### src/rtl/ub_pkg.sv
// ---------------------------------------------------------------------------
// ub_pkg
//   Shared types and constants for the unified-buffer read scheduler.
//   - ub_sched_state_t : scheduler FSM encoding (IDLE / ISSUE / WAIT)
//   - UB_ADDR_W        : width of unified-buffer addresses and burst lengths
//   - UB_DEPTH_DEFAULT : default number of 16-bit buffer locations
//   - ub_len_legal     : burst length is even and non-zero
//   - ub_in_bounds     : burst end (addr + num) fits inside the buffer,
//                        evaluated one bit wider than an address so it
//                        cannot wrap
// ---------------------------------------------------------------------------
package ub_pkg;

  localparam int UB_ADDR_W        = 6;
  localparam int UB_DEPTH_DEFAULT = 50;

  typedef enum logic [1:0] {
    IDLE  = 2'b00,
    ISSUE = 2'b01,
    WAIT  = 2'b10
  } ub_sched_state_t;

  // The buffer streams two words per cycle after a single lead word, so a
  // burst must cover an even, non-zero number of locations.
  function automatic logic ub_len_legal(input logic [UB_ADDR_W-1:0] num);
    return (num[0] == 1'b0) && (num != '0);
  endfunction

  function automatic logic ub_in_bounds(input logic [UB_ADDR_W-1:0] addr,
                                        input logic [UB_ADDR_W-1:0] num,
                                        input int                   depth);
    logic [UB_ADDR_W:0] end_addr;
    end_addr = {1'b0, addr} + {1'b0, num};
    return end_addr <= (UB_ADDR_W+1)'(depth);
  endfunction

endpackage

### src/rtl/rr_arbiter2.sv
// ---------------------------------------------------------------------------
// rr_arbiter2
//   Two-way round-robin arbiter. A lone valid requester always wins; when
//   both are valid the one that was not granted last wins. The history bit
//   only advances when the caller reports a completed handshake, so a grant
//   that is not taken does not rotate priority.
//
//   Ports
//     clk        : clock
//     rst        : asynchronous active-high reset (history -> requester 1,
//                  so requester 0 wins the first tie)
//     valid      : per-requester request
//     update     : a handshake with the current winner happens this cycle
//     grant      : one-hot (or zero) combinational grant
//     winner     : index of the granted requester (meaningful when grant!=0)
// ---------------------------------------------------------------------------
module rr_arbiter2 (
  input  logic       clk,
  input  logic       rst,
  input  logic [1:0] valid,
  input  logic       update,
  output logic [1:0] grant,
  output logic       winner
);

  logic last_grant_reg;

  always_comb begin
    grant = 2'b00;
    case (valid)
      2'b01:   grant = 2'b01;
      2'b10:   grant = 2'b10;
      2'b11:   grant = last_grant_reg ? 2'b01 : 2'b10;
      default: grant = 2'b00;
    endcase
  end

  assign winner = grant[1];

  always_ff @(posedge clk or posedge rst) begin
    if (rst) begin
      last_grant_reg <= 1'b1;
    end else if (update) begin
      last_grant_reg <= winner;
    end
  end

endmodule

### src/rtl/ub_read_scheduler.sv
// ---------------------------------------------------------------------------
// ub_read_scheduler
//   Shares the unified-buffer read port between the systolic-array loader
//   (requester 0) and the vector-unit operand fetch (requester 1). Commands
//   arrive over valid/ready, are arbitrated round-robin, and each legal one
//   produces a single-cycle read-start pulse. The scheduler then waits out
//   the buffer's burst so the next start only lands when the buffer read
//   FSM is idle again.
//
//   Burst schedule for a handshake in cycle H with length num:
//     H+1              ISSUE : start pulse with address/length/row-col
//     H+2 .. H+1+num/2 WAIT  : buffer streams the burst
//     H+2+num/2        IDLE  : done pulse for the owner; buffer is idle,
//                              so a new handshake may occur here
//
//   Illegal commands (odd or zero length) are consumed in IDLE and answered
//   with an err pulse one cycle later; no start is issued.
//
//   Optional feature (macro UB_SCHED_BOUNDS_CHECK_EN):
//     when defined, a command whose addr + num exceeds UB_DEPTH is also
//     rejected with an err pulse. When undefined such commands are issued
//     unchanged.
//
//   Ports
//     clk, rst                   : clock, asynchronous active-high reset
//     req_valid_in / ready_out   : per-requester command handshake
//     req_addr_in, req_num_in    : per-requester start address, length
//     req_row_or_col_in          : per-requester row/col select
//     ub_read_start_out          : one-cycle read start to the buffer
//     ub_read_addr_out           : burst start address (held between bursts)
//     ub_num_mem_locations_out   : burst length (held between bursts)
//     ub_row_or_col_out          : row/col select (held between bursts)
//     owner_out                  : requester owning the current burst
//     busy_out                   : scheduler is not IDLE
//     done_out                   : per-requester burst-complete pulse
//     err_out                    : per-requester command-rejected pulse
// ---------------------------------------------------------------------------
import ub_pkg::*;

module ub_read_scheduler #(
  parameter int UB_DEPTH = UB_DEPTH_DEFAULT,
  parameter int NUM_REQ  = 2
) (
  input  logic                               clk,
  input  logic                               rst,
  input  logic [NUM_REQ-1:0]                 req_valid_in,
  output logic [NUM_REQ-1:0]                 req_ready_out,
  input  logic [NUM_REQ-1:0][UB_ADDR_W-1:0]  req_addr_in,
  input  logic [NUM_REQ-1:0][UB_ADDR_W-1:0]  req_num_in,
  input  logic [NUM_REQ-1:0]                 req_row_or_col_in,
  output logic                               ub_read_start_out,
  output logic [UB_ADDR_W-1:0]               ub_read_addr_out,
  output logic [UB_ADDR_W-1:0]               ub_num_mem_locations_out,
  output logic                               ub_row_or_col_out,
  output logic                               owner_out,
  output logic                               busy_out,
  output logic [NUM_REQ-1:0]                 done_out,
  output logic [NUM_REQ-1:0]                 err_out
);

  // The arbiter and the one-bit owner are two-way only; catch a bad
  // configuration at elaboration rather than in silicon.
  if (NUM_REQ != 2) begin : g_bad_num_req
    $error("ub_read_scheduler supports exactly two requesters");
  end
  if (UB_DEPTH < 2 || UB_DEPTH > (1 << UB_ADDR_W)) begin : g_bad_depth
    $error("UB_DEPTH must fit the unified-buffer address space");
  end

  ub_sched_state_t               state_reg;
  logic [UB_ADDR_W-2:0]          cnt_reg;
  logic                          start_reg;
  logic [UB_ADDR_W-1:0]          addr_reg;
  logic [UB_ADDR_W-1:0]          num_reg;
  logic                          row_or_col_reg;
  logic                          owner_reg;
  logic [NUM_REQ-1:0]            done_reg;
  logic [NUM_REQ-1:0]            err_reg;

  logic [NUM_REQ-1:0]            grant;
  logic                          winner;
  logic                          idle;
  logic                          handshake;
  logic [UB_ADDR_W-1:0]          sel_addr;
  logic [UB_ADDR_W-1:0]          sel_num;
  logic                          sel_row_or_col;
  logic                          cmd_legal;

  assign idle = (state_reg == IDLE);

  rr_arbiter2 u_arb (
    .clk    (clk),
    .rst    (rst),
    .valid  (req_valid_in),
    .update (handshake),
    .grant  (grant),
    .winner (winner)
  );

  // Only the arbitration winner sees ready, and only while IDLE.
  genvar gi;
  generate
    for (gi = 0; gi < NUM_REQ; gi++) begin : g_ready
      assign req_ready_out[gi] = idle & grant[gi];
    end
  endgenerate

  assign handshake      = |(req_valid_in & req_ready_out);
  assign sel_addr       = req_addr_in[winner];
  assign sel_num        = req_num_in[winner];
  assign sel_row_or_col = req_row_or_col_in[winner];

  always_comb begin
    cmd_legal = ub_len_legal(sel_num);
`ifdef UB_SCHED_BOUNDS_CHECK_EN
    cmd_legal = cmd_legal & ub_in_bounds(sel_addr, sel_num, UB_DEPTH);
`endif
  end

  // Burst FSM. Payload registers only load for a legal command so the
  // buffer-facing address/length/row-col hold the last issued burst.
  always_ff @(posedge clk or posedge rst) begin
    if (rst) begin
      state_reg      <= IDLE;
      cnt_reg        <= '0;
      start_reg      <= 1'b0;
      addr_reg       <= '0;
      num_reg        <= '0;
      row_or_col_reg <= 1'b0;
      owner_reg      <= 1'b0;
      done_reg       <= '0;
      err_reg        <= '0;
    end else begin
      start_reg <= 1'b0;
      done_reg  <= '0;
      err_reg   <= '0;
      case (state_reg)
        IDLE: begin
          if (handshake) begin
            if (cmd_legal) begin
              addr_reg       <= sel_addr;
              num_reg        <= sel_num;
              row_or_col_reg <= sel_row_or_col;
              owner_reg      <= winner;
              start_reg      <= 1'b1;
              state_reg      <= ISSUE;
            end else begin
              err_reg[winner] <= 1'b1;
            end
          end
        end
        ISSUE: begin
          // One WAIT cycle per word pair; the lead word and the trailing
          // lane-2 word together account for the final pair.
          cnt_reg   <= num_reg[UB_ADDR_W-1:1];
          state_reg <= WAIT;
        end
        WAIT: begin
          if (cnt_reg <= (UB_ADDR_W-1)'(1)) begin
            cnt_reg             <= '0;
            done_reg[owner_reg] <= 1'b1;
            state_reg           <= IDLE;
          end else begin
            cnt_reg <= cnt_reg - (UB_ADDR_W-1)'(1);
          end
        end
        default: begin
          state_reg <= IDLE;
        end
      endcase
    end
  end

  assign ub_read_start_out        = start_reg;
  assign ub_read_addr_out         = addr_reg;
  assign ub_num_mem_locations_out = num_reg;
  assign ub_row_or_col_out        = row_or_col_reg;
  assign owner_out                = owner_reg;
  assign busy_out                 = ~idle;
  assign done_out                 = done_reg;
  assign err_out                  = err_reg;

endmodule

### config.mk
export PLATFORM = sky130hd
export DESIGN_NAME = ub_read_scheduler
export DESIGN_NICKNAME = d
export VERILOG_FILES = /design/src/rtl/ub_pkg.sv /design/src/rtl/rr_arbiter2.sv /design/src/rtl/ub_read_scheduler.sv
export SDC_FILE = /design/constraint.sdc
export NUM_CORES = 1
export LEC_CHECK = 0
export ABC_AREA = 1
export CORE_ASPECT_RATIO = 1.25
export CORE_MARGIN = 5
export CORE_UTILIZATION = 30
export DETAILED_ROUTE_END_ITERATION = 6
export GPL_TIMING_DRIVEN = 0
export HOLD_SLACK_MARGIN = 0.12
export PLACE_DENSITY = 0.63
export SYNTH_ARGS = -nofsm -noshare
export SYNTH_HDL_FRONTEND = slang
export SYNTH_SLANG_ARGS = --single-unit
### constraint.sdc
create_clock -name clk -period 2.3 [get_ports clk]
set_input_delay 0.575 -clock clk [delete_from_list [all_inputs] [get_ports clk]]
set_output_delay 0.575 -clock clk [all_outputs]
set_load 0.02 [all_outputs]
Word-level counts from Yosys, hierarchy flattened
Index checks and enable logic that the tools add are counted.
{"block": "word_totals", "output_inout_bits": 22, "reg_bits": 27, "elab_cells": 64, "input_bits": 30}
{"block": "classes", "muxes": 26, "n_reduce_logical": 9, "n_bitwise": 5, "magnitude_cmp": 5, "n_eq_ne": 8, "add_sub_neg": 1}
{"operator": "$mux 6", "count": 4}
{"operator": "$mux 2", "count": 9}
{"operator": "$pmux 2 s3", "count": 2}
{"operator": "$pmux 5 s2", "count": 1}
{"operator": "$mux 1", "count": 7}
{"operator": "$eq 2x2->1 const B", "count": 3}
{"operator": "$reduce_and 3->1", "count": 2}
{"operator": "$reduce_bool 6->1", "count": 1}
{"operator": "$le 5x1->1 const B", "count": 1}
{"operator": "$mux 5", "count": 1}
{"operator": "$sub 5x1->5 const B", "count": 1}
{"operator": "$eq 2x1->1 const B", "count": 2}
{"operator": "$lt 1x2->1 const B", "count": 2}
{"operator": "$ne 2x1->1 const B", "count": 2}
{"operator": "$logic_and 1x1->1", "count": 3}
{"operator": "$and 1x1->1", "count": 2}
{"operator": "$and 2x2->2", "count": 1}
{"operator": "$demux 1 s1", "count": 2}
{"operator": "$ge 1x1->1 const B", "count": 2}
{"operator": "$logic_not 2->1", "count": 1}
{"operator": "$ne 2x2->1 const B", "count": 1}
{"operator": "$not 1->1", "count": 2}
{"operator": "$reduce_bool 2->1", "count": 1}
{"operator": "$reduce_or 2->1", "count": 1}

Depth between registers and ports, before layout
Gate-level depths: netlist of run 1.
{"block": "depth", "word_depth": 9, "depth_mapped": 11, "depth_no_buf": 10}

Hierarchy
From an unflattened synthesis of run 1, not the netlist that was laid out.
{"block": "hier_totals", "cells_unflattened": 190, "area_unflattened_um2": 1475.2}
{"module": "ub_read_scheduler", "cells_per_inst": 179, "area_per_inst_um2": 1400.1, "n_inst": 1, "seq_area_each_um2": 650.6}
{"module": "rr_arbiter2", "cells_per_inst": 11, "area_per_inst_um2": 75.1, "n_inst": 1, "seq_area_each_um2": 26.3}

Least setup slack after synthesis of run 1
No wires, ideal clock.
{"block": "synth_timing", "path_kind": "reg2out", "from": "register state_reg[0]", "to": "output port req_ready_out[0]", "n_path_buf": 0, "setup_slack_ps": 322, "arrival_time_ps": 1403, "path_stages_with_launch": 5, "cell_sequence": "dfrtp_1 > inv_1 > ha_1 > inv_1 > a211oi_1"}
{"block": "synth_via", "elab_chain_cells": 2}
{"element": "start: declaration", "line_no": "ub_read_scheduler.sv:70", "source": "ub_sched_state_t state_reg;"}
{"element": "start signal: assignment", "line_no": "ub_read_scheduler.sv:124", "source": "state_reg <= IDLE;"}
{"element": "start signal: assignment", "line_no": "ub_read_scheduler.sv:146", "source": "state_reg <= ISSUE;"}
{"element": "start signal: assignment", "line_no": "ub_read_scheduler.sv:156", "source": "state_reg <= WAIT;"}
{"element": "$logic_not 2->1", "line_no": "ub_read_scheduler.sv:89", "source": "assign idle = (state_reg == IDLE);"}
{"element": "$and 1x1->1", "line_no": "ub_read_scheduler.sv:104", "source": "assign req_ready_out[gi] = idle & grant[gi];"}
{"element": "end: declaration", "line_no": "ub_read_scheduler.sv:47", "source": "output logic [NUM_REQ-1:0] req_ready_out,"}
Every way passes these cells.

Worst setup path after layout of run 1
{"block": "layout_timing", "from": "register state_reg[1]", "to": "output port req_ready_out[0]"}
The elaborated chain is that of the path after synthesis.

==> results.md, run 1 <==
* Pre-Repair DR Iteration Count at 4
* N_diodes at 0
* # H-tree levels at 1
* Count of different cell masters after synthesis at 29
* Commonest non-fill, non-tap cell in the layout: clkdlybuf4s50_1
* CTS tree: built
* Share of cells above drive strength 1 at 0.0963
* Hold path startpoint: ub_num_mem_locations_out[0]
* CTS root buf: clkbuf_8
* Pwr per Cell Area at 1140 nW/um^2
* Crit. End Element: output port
* Core area at 4690 sq um
* Final Hold Vio Count at 0
* Initial core utilization at 0.304
* Worst path most repeated cell: inv_1
* Crit path launch: state_reg[1]
* Final Critical Period at 2140 ps
* Post-DP HPWL at 2550 um
* Placed cell count at 274
* CP arrival at 1560 ps
* Synthesized instance count at 164
* Die W at 71.7 um
* Crit path max-delay family: flip-flops
* Period Utilization, post-route at 0.929
* Post-route insts no fill at 278
* VDD IR max at 0.407 mV
* Max cap viols at 0
* Clock Tree Buf Depth at 2
* Setup Skew at 2.19 ps
* Row count at 28
* Headroom to the max-slew limit at 0.307
* Final net count at 254
* Initial antenna violation count at 0
* Cell Chain, Critical Path: inv_1, ha_1, inv_1, a211oi_1, buf_2
* WP buf/inv at 3
* Slew Limit Fails at 0
* Status: complete, no violations
* Final TNS setup at 0 ps
* Fmax at 468 MHz
* # hold bufs at CTS at 0
* Startpoint types: flip-flop
* First-pass GRT wire length at 5620 um
* Crit path max fanout at 5
* GRT Util Overall at 0.111
* CTS Buf Count at 3
* Slowest stage cell, crit path: dfrtp_1
* Register area share after synthesis at 0.474
* CP max stage delay at 410 ps
* P_leak at 1.01 nW
* RR Startpoint: u_arb.last_grant_reg
* Clock latency on the worst-skew pair at 270 ps
* DRT antenna net count at 0
* DR WL/cell at 11.6 um
* Finish-stage setup viols at 0
* Number of I/O pins at 52
* Util after Layout at 0.440
* GRT overflow at 0
* Area delta synth->final at 44.7%
* Yosys warning count at 0
* Mapped cell area at 1430 sq um
* Syn Area/Cell at 8.70 sq um
* Die ar. at 6250 sq um
* RSZ-0062 raised after global routing: false
* Worst path required time at 1730 ps
* Total vias in the final route at 1210
* Clock slew seen by the registers of the worst setup and hold paths at 100 ps
* FF+latch count, synth at 27
* CTS Sinks at 27
* Critical path class: flip-flop to output port
* Type of the most critical hold path: flip-flop to flip-flop
* Slew @ Worst Pin at 1040 ps
* Residual DRC at 0
* Largest net degree at the start of global routing at 28
* Via/cell ratio at 4.35
* Syn_nets at 199
* Starting DRT DRC Count at 49
* IO Port Bufs at 50
* Fillers at 487
* Most frequent cells in the layout: 46 x clkdlybuf4s50_1, 43 x nand2_1, 26 x dfrtp_1
* GPL Wtd Cong at 0.809
* Vias in the first global route at 1244
* Die Y at 87.1 um
* DRT Wirelength at 3230 um
[through the flow]
step                      cell area [sq um]  power (W)  setup WS [ps]  hold slack (ps)
final                                  2070    0.00235            164              486
after global routing                   2070    0.00256           30.0              515
after CTS                              2060    0.00239          -22.4              489
after detailed placement               2000    0.00210           -582              455
after global placement                 2000    0.00208           -580              463
after floorplan                        1430    0.00159            322              466
[kinds of logic after synthesis]
logic type,Yosys count,synth area share
xor+xnor,2,0.0123
fa+ha+maj,5,0.0438
mux,7,0.0491
compound gates,29,0.124
flops,27,0.474
simple gates,66,0.208
buf+inv,28,0.0885
[final timing paths]
kind | end | slack (ps) | cells after the start
max in group asynchronous | state_reg[1] | 830 | 2
worst max register to register | ub_row_or_col_out | 500 | 10
worst max-delay path | req_ready_out[0] | 160 | 5
worst min register to register | ub_num_mem_locations_out[0] | 490 | 2
min in group asynchronous | ub_read_start_out | 850 | 2
worst min-delay path | ub_num_mem_locations_out[0] | 490 | 2
[worst register-to-register path: cells and delay by family, from the launching register on]
kind | cells | cell delay, ps
AO/OA/AOI/OAI | 2 | 140
buffers and inverters | 2 | 280
AND/OR/NAND/NOR | 6 | 710
flip-flops | 1 | 560
[layout make-up]
| class | count | area (sq um) | area share |
|---|---|---|---|
| Buffer | 4 | 35.0 | 0.0170 |
| Clock buffer | 3 | 41.3 | 0.0200 |
| Clock inverter | 1 | 7.51 | 0.00363 |
| Inverter | 23 | 86.3 | 0.0418 |
| Multi-Input combinational cell | 109 | 638 | 0.309 |
| Sequential cell | 27 | 677 | 0.328 |
| Tap cell | 60 | 75.1 | 0.0363 |
| Timing Repair Buffer | 51 | 505 | 0.245 |
[Yosys cell counts, drive strengths merged]
library cell   n  area share
nand2         45        0.13
dfrtp         26        0.46
inv           23       0.060
o21ai         18       0.076
mux2i          7       0.049
nand3          6       0.025
a21oi          5       0.018
buf            5       0.028
ha             5       0.044
nor2           5       0.013
a22oi          3       0.016
and2           2      0.0088
nand3b         2       0.011
nor3           2      0.0070
or2            2      0.0088
xor2           2       0.012
a211oi         1      0.0053
dfstp          1       0.018
nand4          1      0.0044
nor3b          1      0.0053
o21bai         1      0.0053
o22ai          1      0.0044
[what timing repair did]
action,CTS,global route
gates resized for setup,10,2
endpoints found under the setup margin,3,3
pin swaps,0,1
setup buffers,0,1
endpoints found under the hold margin,0,0
[layer usage]
metal  global-route usage  vias up  part of all wire
met3               0.0173        2             0.051
met4               0.0462        0             0.014
met2                0.187       25              0.50
met1                0.141      555              0.44
li1                     -      628                 -
met5                    0        -                 0
[where the power goes]
part	switching, W	total (W)	internal, W
Sequential	0.000132	0.000808	0.000677
Combinational	0.000701	0.00126	0.000564
Clock	0.000158	0.000281	0.000123
Total	0.000990	0.00235	0.00136
Note: power is estimated with default switching activity, not from simulation.
==> run 2, diff against run 1 <==
--- a/config.mk
+++ b/config.mk
@@ -6,7 +6,7 @@
 export NUM_CORES = 1
 export LEC_CHECK = 0
 export ABC_AREA = 1
-export CORE_ASPECT_RATIO = 1.25
+export CORE_ASPECT_RATIO = 0.6
 export CORE_MARGIN = 5
 export CORE_UTILIZATION = 30
 export DETAILED_ROUTE_END_ITERATION = 6
==> results.md, run 2 (synthesis results as in run 1) <==
* Status: complete, no violations
* Vias in the first global route at 1182 (-5.0%)
* Critical path class: input pin to output port
* Total vias in the final route at 1192 (-1.5%)
* Crit. End Element: output port
* CP arrival at 1630 ps (+70 ps)
* Slew Limit Fails at 0 (unchanged)
* Max cap viols at 0 (unchanged)
* Die W at 99.1 um (+38%)
* Clock latency on the worst-skew pair at 270 ps (about the same)
* Switch Pwr at 0.000995 W (+0.46%)
* Die ar. at 6280 sq um (+0.59%)
* Placed cell areas at 2010 sq um (+0.19%)
* Clock slew seen by the registers of the worst setup and hold paths at 90 ps (about the same)
* Worst reg-to-reg path cell count at 10 (unchanged)
* Clock Power Share at 0.114 (-0.005)
* Slew @ Worst Pin at 1020 ps (-22.9 ps)
* Number of I/O pins at 52 (unchanged)
* RR Endpoint: ub_row_or_col_out
* Starting DRT DRC Count at 33 (-33%)
* Core area at 4590 sq um (-2.3%)
* Initial antenna violation count at 0 (unchanged)
* CTS tree: built
* Pre-Repair DR Iteration Count at 4 (unchanged)
* Seq pwr share at 0.345 (+0.002)
* Post-DP HPWL at 2610 um (+2.4%)
* Hold path startpoint: ub_num_mem_locations_out[0]
* P_leak at 1.01 nW (-0.48%)
* CTS root buf: clkbuf_8
* GRT overflow at 0 (unchanged)
* Final Critical Period at 2200 ps (+66.9 ps)
* First-pass GRT wire length at 5620 um (unchanged)
* Largest net degree at the start of global routing at 28 (unchanged)
* Residual DRC at 0 (unchanged)
* Commonest non-fill, non-tap cell in the layout: clkdlybuf4s50_1
* Fmax at 454 MHz (-3.0%)
* DR WL/cell at 11.8 um (+1.9%)
* Crit path max fanout at 17 (+12)
* # H-tree levels at 1 (unchanged)
* Headroom to the max-slew limit at 0.322 (+0.0153)
* Startpoint types: input pin
* VDD IR max at 0.397 mV (-2.4%)
* Switching Share at 0.421 (+0.000558)
* Type of the most critical hold path: flip-flop to flip-flop
* Row count at 19 (-32%)
* Internal power at 0.00137 W (+0.23%)
* RR Startpoint: u_arb.last_grant_reg
* Placed cell count at 277 (+1.1%)
* DRT Wirelength at 3330 um (+3.0%)
* Design Area, Final at 2070 sq um (unchanged)
* Pwr per Cell Area at 1140 nW/um^2 (+0.33%)
* Final Hold Vio Count at 0 (unchanged)
* Clock Tree Buf Depth at 2 (unchanged)
* # hold bufs at CTS at 0 (unchanged)
* Initial core utilization at 0.311 (+0.00705)
* CTS Buf Count at 3 (unchanged)
* R2r setup slk at 480 ps (-20 ps)
* Worst path required time at 1730 ps (about the same)
* IO Port Bufs at 50 (unchanged)
* Final TNS setup at 0 ps (unchanged)
* Worst Hold End: ub_num_mem_locations_out[0]
* GPL Wtd Cong at 0.785 (-2.9%)
* Die Y at 63.4 um (-27%)
* DRT antenna net count at 0 (unchanged)
* Worst hold stages at 2 (unchanged)
* Period Utilization, post-route at 0.958 (+0.0291)
* Via/cell ratio at 4.24 (-2.5%)
* Setup Skew at 1.79 ps (-0.403 ps)
* Post-route insts no fill at 281 (+1.1%)
* RSZ-0062 raised after global routing: false
* Most frequent cells in the layout: 47 x clkdlybuf4s50_1, 43 x nand2_1, 26 x dfrtp_1
* Gate power share at 0.540 (+0.003)
* Final net count at 254 (unchanged)
* Share of cells above drive strength 1 at 0.106 (+0.00917)
* Area delta synth->final at 44.7% (unchanged)
* GRT Util Overall at 0.110 (-0.000912)
* N_diodes at 0 (unchanged)
* CTS Sinks at 27 (unchanged)
* Finish-stage setup viols at 0 (unchanged)
## run 2: cell type report
class	count	area, sq um
tap	63	78.8
clock buffer	3	41.3
buffer	4	35.0
sequential	27	677
timing repair buffer	51	497
inverter	23	86.3
multi-input combinational	109	646
fill	459	2520
clock inverter	1	5.00
## run 2: layer usage
layer  GRT usage  vias to the layer above  part of all wire
li1            -                      632                 -
met1       0.163                      520              0.54
met2       0.148                       38              0.36
met3      0.0507                        2             0.086
met4      0.0153                        0            0.0042
met5           0                        -                 0
## run 2: stage by stage
step | util | total power, W | worst slack [ps] | hold slack, ps
2_1_floorplan | - | 0.00159 | 322 | 466
5_1_grt | 0.450 | 0.00256 | 9.79 | 526
6_report | 0.450 | 0.00236 | 97.0 | 490
4_1_cts | 0.451 | 0.00238 | 37.3 | 491
3_5_place_dp | 0.437 | 0.00210 | -583 | 457
3_3_place_gp | 0.437 | 0.00209 | -556 | 458
## run 2: worst max-delay path, cell delays in order
cell and delay, ps:
clkdlybuf4s50_1 490, nand2_4 140, nand2_8 110, nor2_1 130
buf_2 180
## run 2: timing repair
action / 4_1_cts / 5_1_grt
setup buffers: 1 / 0
gates resized for setup: 12 / 2
pin swaps: 1 / 0
setup endpoints to repair: 3 / 1
## run 2: worst max path at each step
stage                    startpoint                to  slack (ps)  cells after the start
floorplan              state_reg[0]  req_ready_out[0]         320                      4
global placement    req_valid_in[0]  req_ready_out[1]        -560                      6
detailed placement  req_valid_in[0]  req_ready_out[1]        -580                      6
CTS                 req_valid_in[0]  req_ready_out[0]          40                      4
global route        req_valid_in[0]  req_ready_out[1]          10                      5
finish              req_valid_in[0]  req_ready_out[1]         100                      5
## run 2: power groups by stage
stage / combinational, W / clock, W / sequential (W)
finish: 0.00128 / 0.000270 / 0.000815
global route: 0.00142 / 0.000294 / 0.000843
CTS: 0.00129 / 0.000280 / 0.000814
detailed placement: 0.00128 / 0 / 0.000819
global placement: 0.00128 / 0 / 0.000816
floorplan: 0.000653 / 0 / 0.000942
==> run 3, diff against run 2 <==
--- a/config.mk
+++ b/config.mk
@@ -13,6 +13,7 @@
 export GPL_TIMING_DRIVEN = 0
 export HOLD_SLACK_MARGIN = 0.12
 export PLACE_DENSITY = 0.63
+export RECOVER_POWER = 100
 export SYNTH_ARGS = -nofsm -noshare
 export SYNTH_HDL_FRONTEND = slang
 export SYNTH_SLANG_ARGS = --single-unit
==> results.md, run 3 (synthesis results as in run 1) <==
* Status: complete, no violations
* P_leak at 1.04 nW (+3.2%)
* GRT met3 Usage at 0.0507 (unchanged)
* Critical path class: input pin to output port
* Crit path max fanout at 17 (unchanged)
* RSZ-0062 raised after global routing: false
* Post-route insts no fill at 281 (unchanged)
* Util after Layout at 0.448 (-0.00218)
* Total vias in the final route at 1208 (+1.3%)
* GR Util met1 at 0.163 (unchanged)
* Max cap viols at 0 (unchanged)
* Worst hold stages at 2 (unchanged)
* Slowest stage cell, crit path: clkdlybuf4s50_1
* Pre-Repair DR Iteration Count at 4 (unchanged)
* Initial core utilization at 0.311 (unchanged)
* GPL Wtd Cong at 0.785 (unchanged)
* Largest net degree at the start of global routing at 28 (unchanged)
* GRT Util Overall at 0.110 (unchanged)
* Layer with the highest usage: met1
* Starting DRT DRC Count at 35 (+6.1%)
* N_diodes at 0 (unchanged)
* Most frequent cells in the layout: 43 x nand2_1, 27 x clkdlybuf4s50_1, 26 x dfrtp_1
* Area delta synth->final at 44.0%
* CTS Sinks at 27 (unchanged)
* Met2 usage at 0.148 (unchanged)
* Via/cell ratio at 4.30 (+1.3%)
* Cell Chain, Critical Path: clkdlybuf4s50_1, nand2_4, nand2_8, nor2_1, buf_2
* Crit. End Element: output port
* Period Utilization, post-route at 0.957 (-0.00115)
* Internal power at 0.00131 W (-4.2%)
* CP max stage delay at 480 ps (about the same)
* CP arrival at 1630 ps (about the same)
* Die Y at 63.4 um (unchanged)
* Share of cells above drive strength 1 at 0.0917 (-0.0138)
* DRT antenna net count at 0 (unchanged)
* Worst reg-to-reg path cell count at 10 (unchanged)
* Number of I/O pins at 52 (unchanged)
* Switch Pwr at 0.000978 W (-1.6%)
* GRT overflow at 0 (unchanged)
* Row count at 19 (unchanged)
* Fmax at 454 MHz (+0.12%)
* CTS tree: built
* First-pass GRT wire length at 5620 um (unchanged)
* Final Critical Period at 2200 ps (-2.65 ps)
* Type of the most critical hold path: flip-flop to flip-flop
* VDD IR max at 0.383 mV (-3.5%)
* Pwr per Cell Area at 1110 nW/um^2 (-2.6%)
* Post-DP HPWL at 2610 um (unchanged)
* Seq pwr share at 0.353 (+0.008)
* CTS Buf Count at 3 (unchanged)
* Placed cell count at 277 (unchanged)
* CTS root buf: clkbuf_8
* Clock Power Share at 0.118 (+0.004)
* Worst path required time at 1730 ps (about the same)
* Final Hold Vio Count at 0 (unchanged)
* Initial antenna violation count at 0 (unchanged)
* Gate power share at 0.529 (-0.011)
* Slew Limit Fails at 0 (unchanged)
* Headroom to the max-slew limit at 0.320 (-0.00239)
* Slew @ Worst Pin at 1020 ps (+3.57 ps)
* Die W at 99.1 um (unchanged)
* Fillers at 462 (+0.65%)
* Commonest non-fill, non-tap cell in the layout: nand2_1
* Final net count at 254 (unchanged)
* Setup Skew at 2.95 ps (+1.16 ps)
* Vias in the first global route at 1182 (unchanged)
* # H-tree levels at 1 (unchanged)
* Finish-stage setup viols at 0 (unchanged)
* DRT Wirelength at 3310 um (-0.54%)
* Startpoint types: input pin
* DR WL/cell at 11.8 um (-0.54%)
* Clock latency on the worst-skew pair at 270 ps (about the same)
* Switching Share at 0.428 (+0.00635)
* IO Port Bufs at 50 (unchanged)
* Core area at 4590 sq um (unchanged)
* Die ar. at 6280 sq um (unchanged)
* Residual DRC at 0 (unchanged)
* Clock slew seen by the registers of the worst setup and hold paths at 90 ps (about the same)
* Clock Tree Buf Depth at 2 (unchanged)
* # hold bufs at CTS at 0 (unchanged)
* Total Power at 0.00229 W (-3.1%)
==> run 3: power by group through the flow <==
stage	Combinational, W	Sequential, W	Clock, W
floorplan	0.000653	0.000942	0
global placement	0.00128	0.000816	0
detailed placement	0.00128	0.000819	0
CTS	0.00129	0.000814	0.000280
global route	0.00136	0.000838	0.000294
finish	0.00121	0.000808	0.000270
==> run 3: path summary, 6_finish.rpt <==
check                                          start                  end  slack, ps
worst max-delay path                 req_valid_in[0]     req_ready_out[1]        100
worst min-delay path             ub_read_addr_out[4]  ub_read_addr_out[4]        480
worst max register to register  u_arb.last_grant_reg    ub_row_or_col_out        470
worst min register to register   ub_read_addr_out[4]  ub_read_addr_out[4]        480
max in group asynchronous                        rst           cnt_reg[3]        700
min in group asynchronous                        rst           cnt_reg[2]        990
==> run 3: what timing repair did <==
action,CTS,global route
setup endpoints to repair,3,1
gates cloned,0,0
pin swaps,1,0
setup buffers,1,0
resized for setup,12,2
==> run 3: layout make-up <==
class | instances | area [sq um] | share of cell area
Inverter | 23 | 86.3 | 0.0420
Clock inverter | 1 | 5.00 | 0.00243
Clock buffer | 3 | 41.3 | 0.0201
Tap cell | 63 | 78.8 | 0.0383
Buffer | 4 | 35.0 | 0.0170
Timing Repair Buffer | 51 | 497 | 0.242
Multi-Input combinational cell | 109 | 636 | 0.309
Sequential cell | 27 | 677 | 0.329
==> run 3: worst max-delay path, delay by kind of cell <==
kind	cells	cell delay, ps
buffers and inverters	2	660
and+or+nand+nor	3	380
==> run 3: through the flow <==
stage | hold slack (ps) | area (sq um) | setup TNS [ps] | setup slack, ps
after CTS | 491 | 2070 | 0 | 37.3
after floorplan | 466 | 1430 | 0 | 322
after global routing | 524 | 2060 | 0 | 7.58
after global placement | 458 | 2010 | -1520 | -556
after detailed placement | 457 | 2010 | -1890 | -583
final | 483 | 2060 | 0 | 99.6
==> run 3: routing by layer <==
layer | up-vias | wire length [um]
li1 | 634 | -
met1 | 531 | 1770
met2 | 41 | 1220
met3 | 2 | 305
met4 | 0 | 14
met5 | - | 0
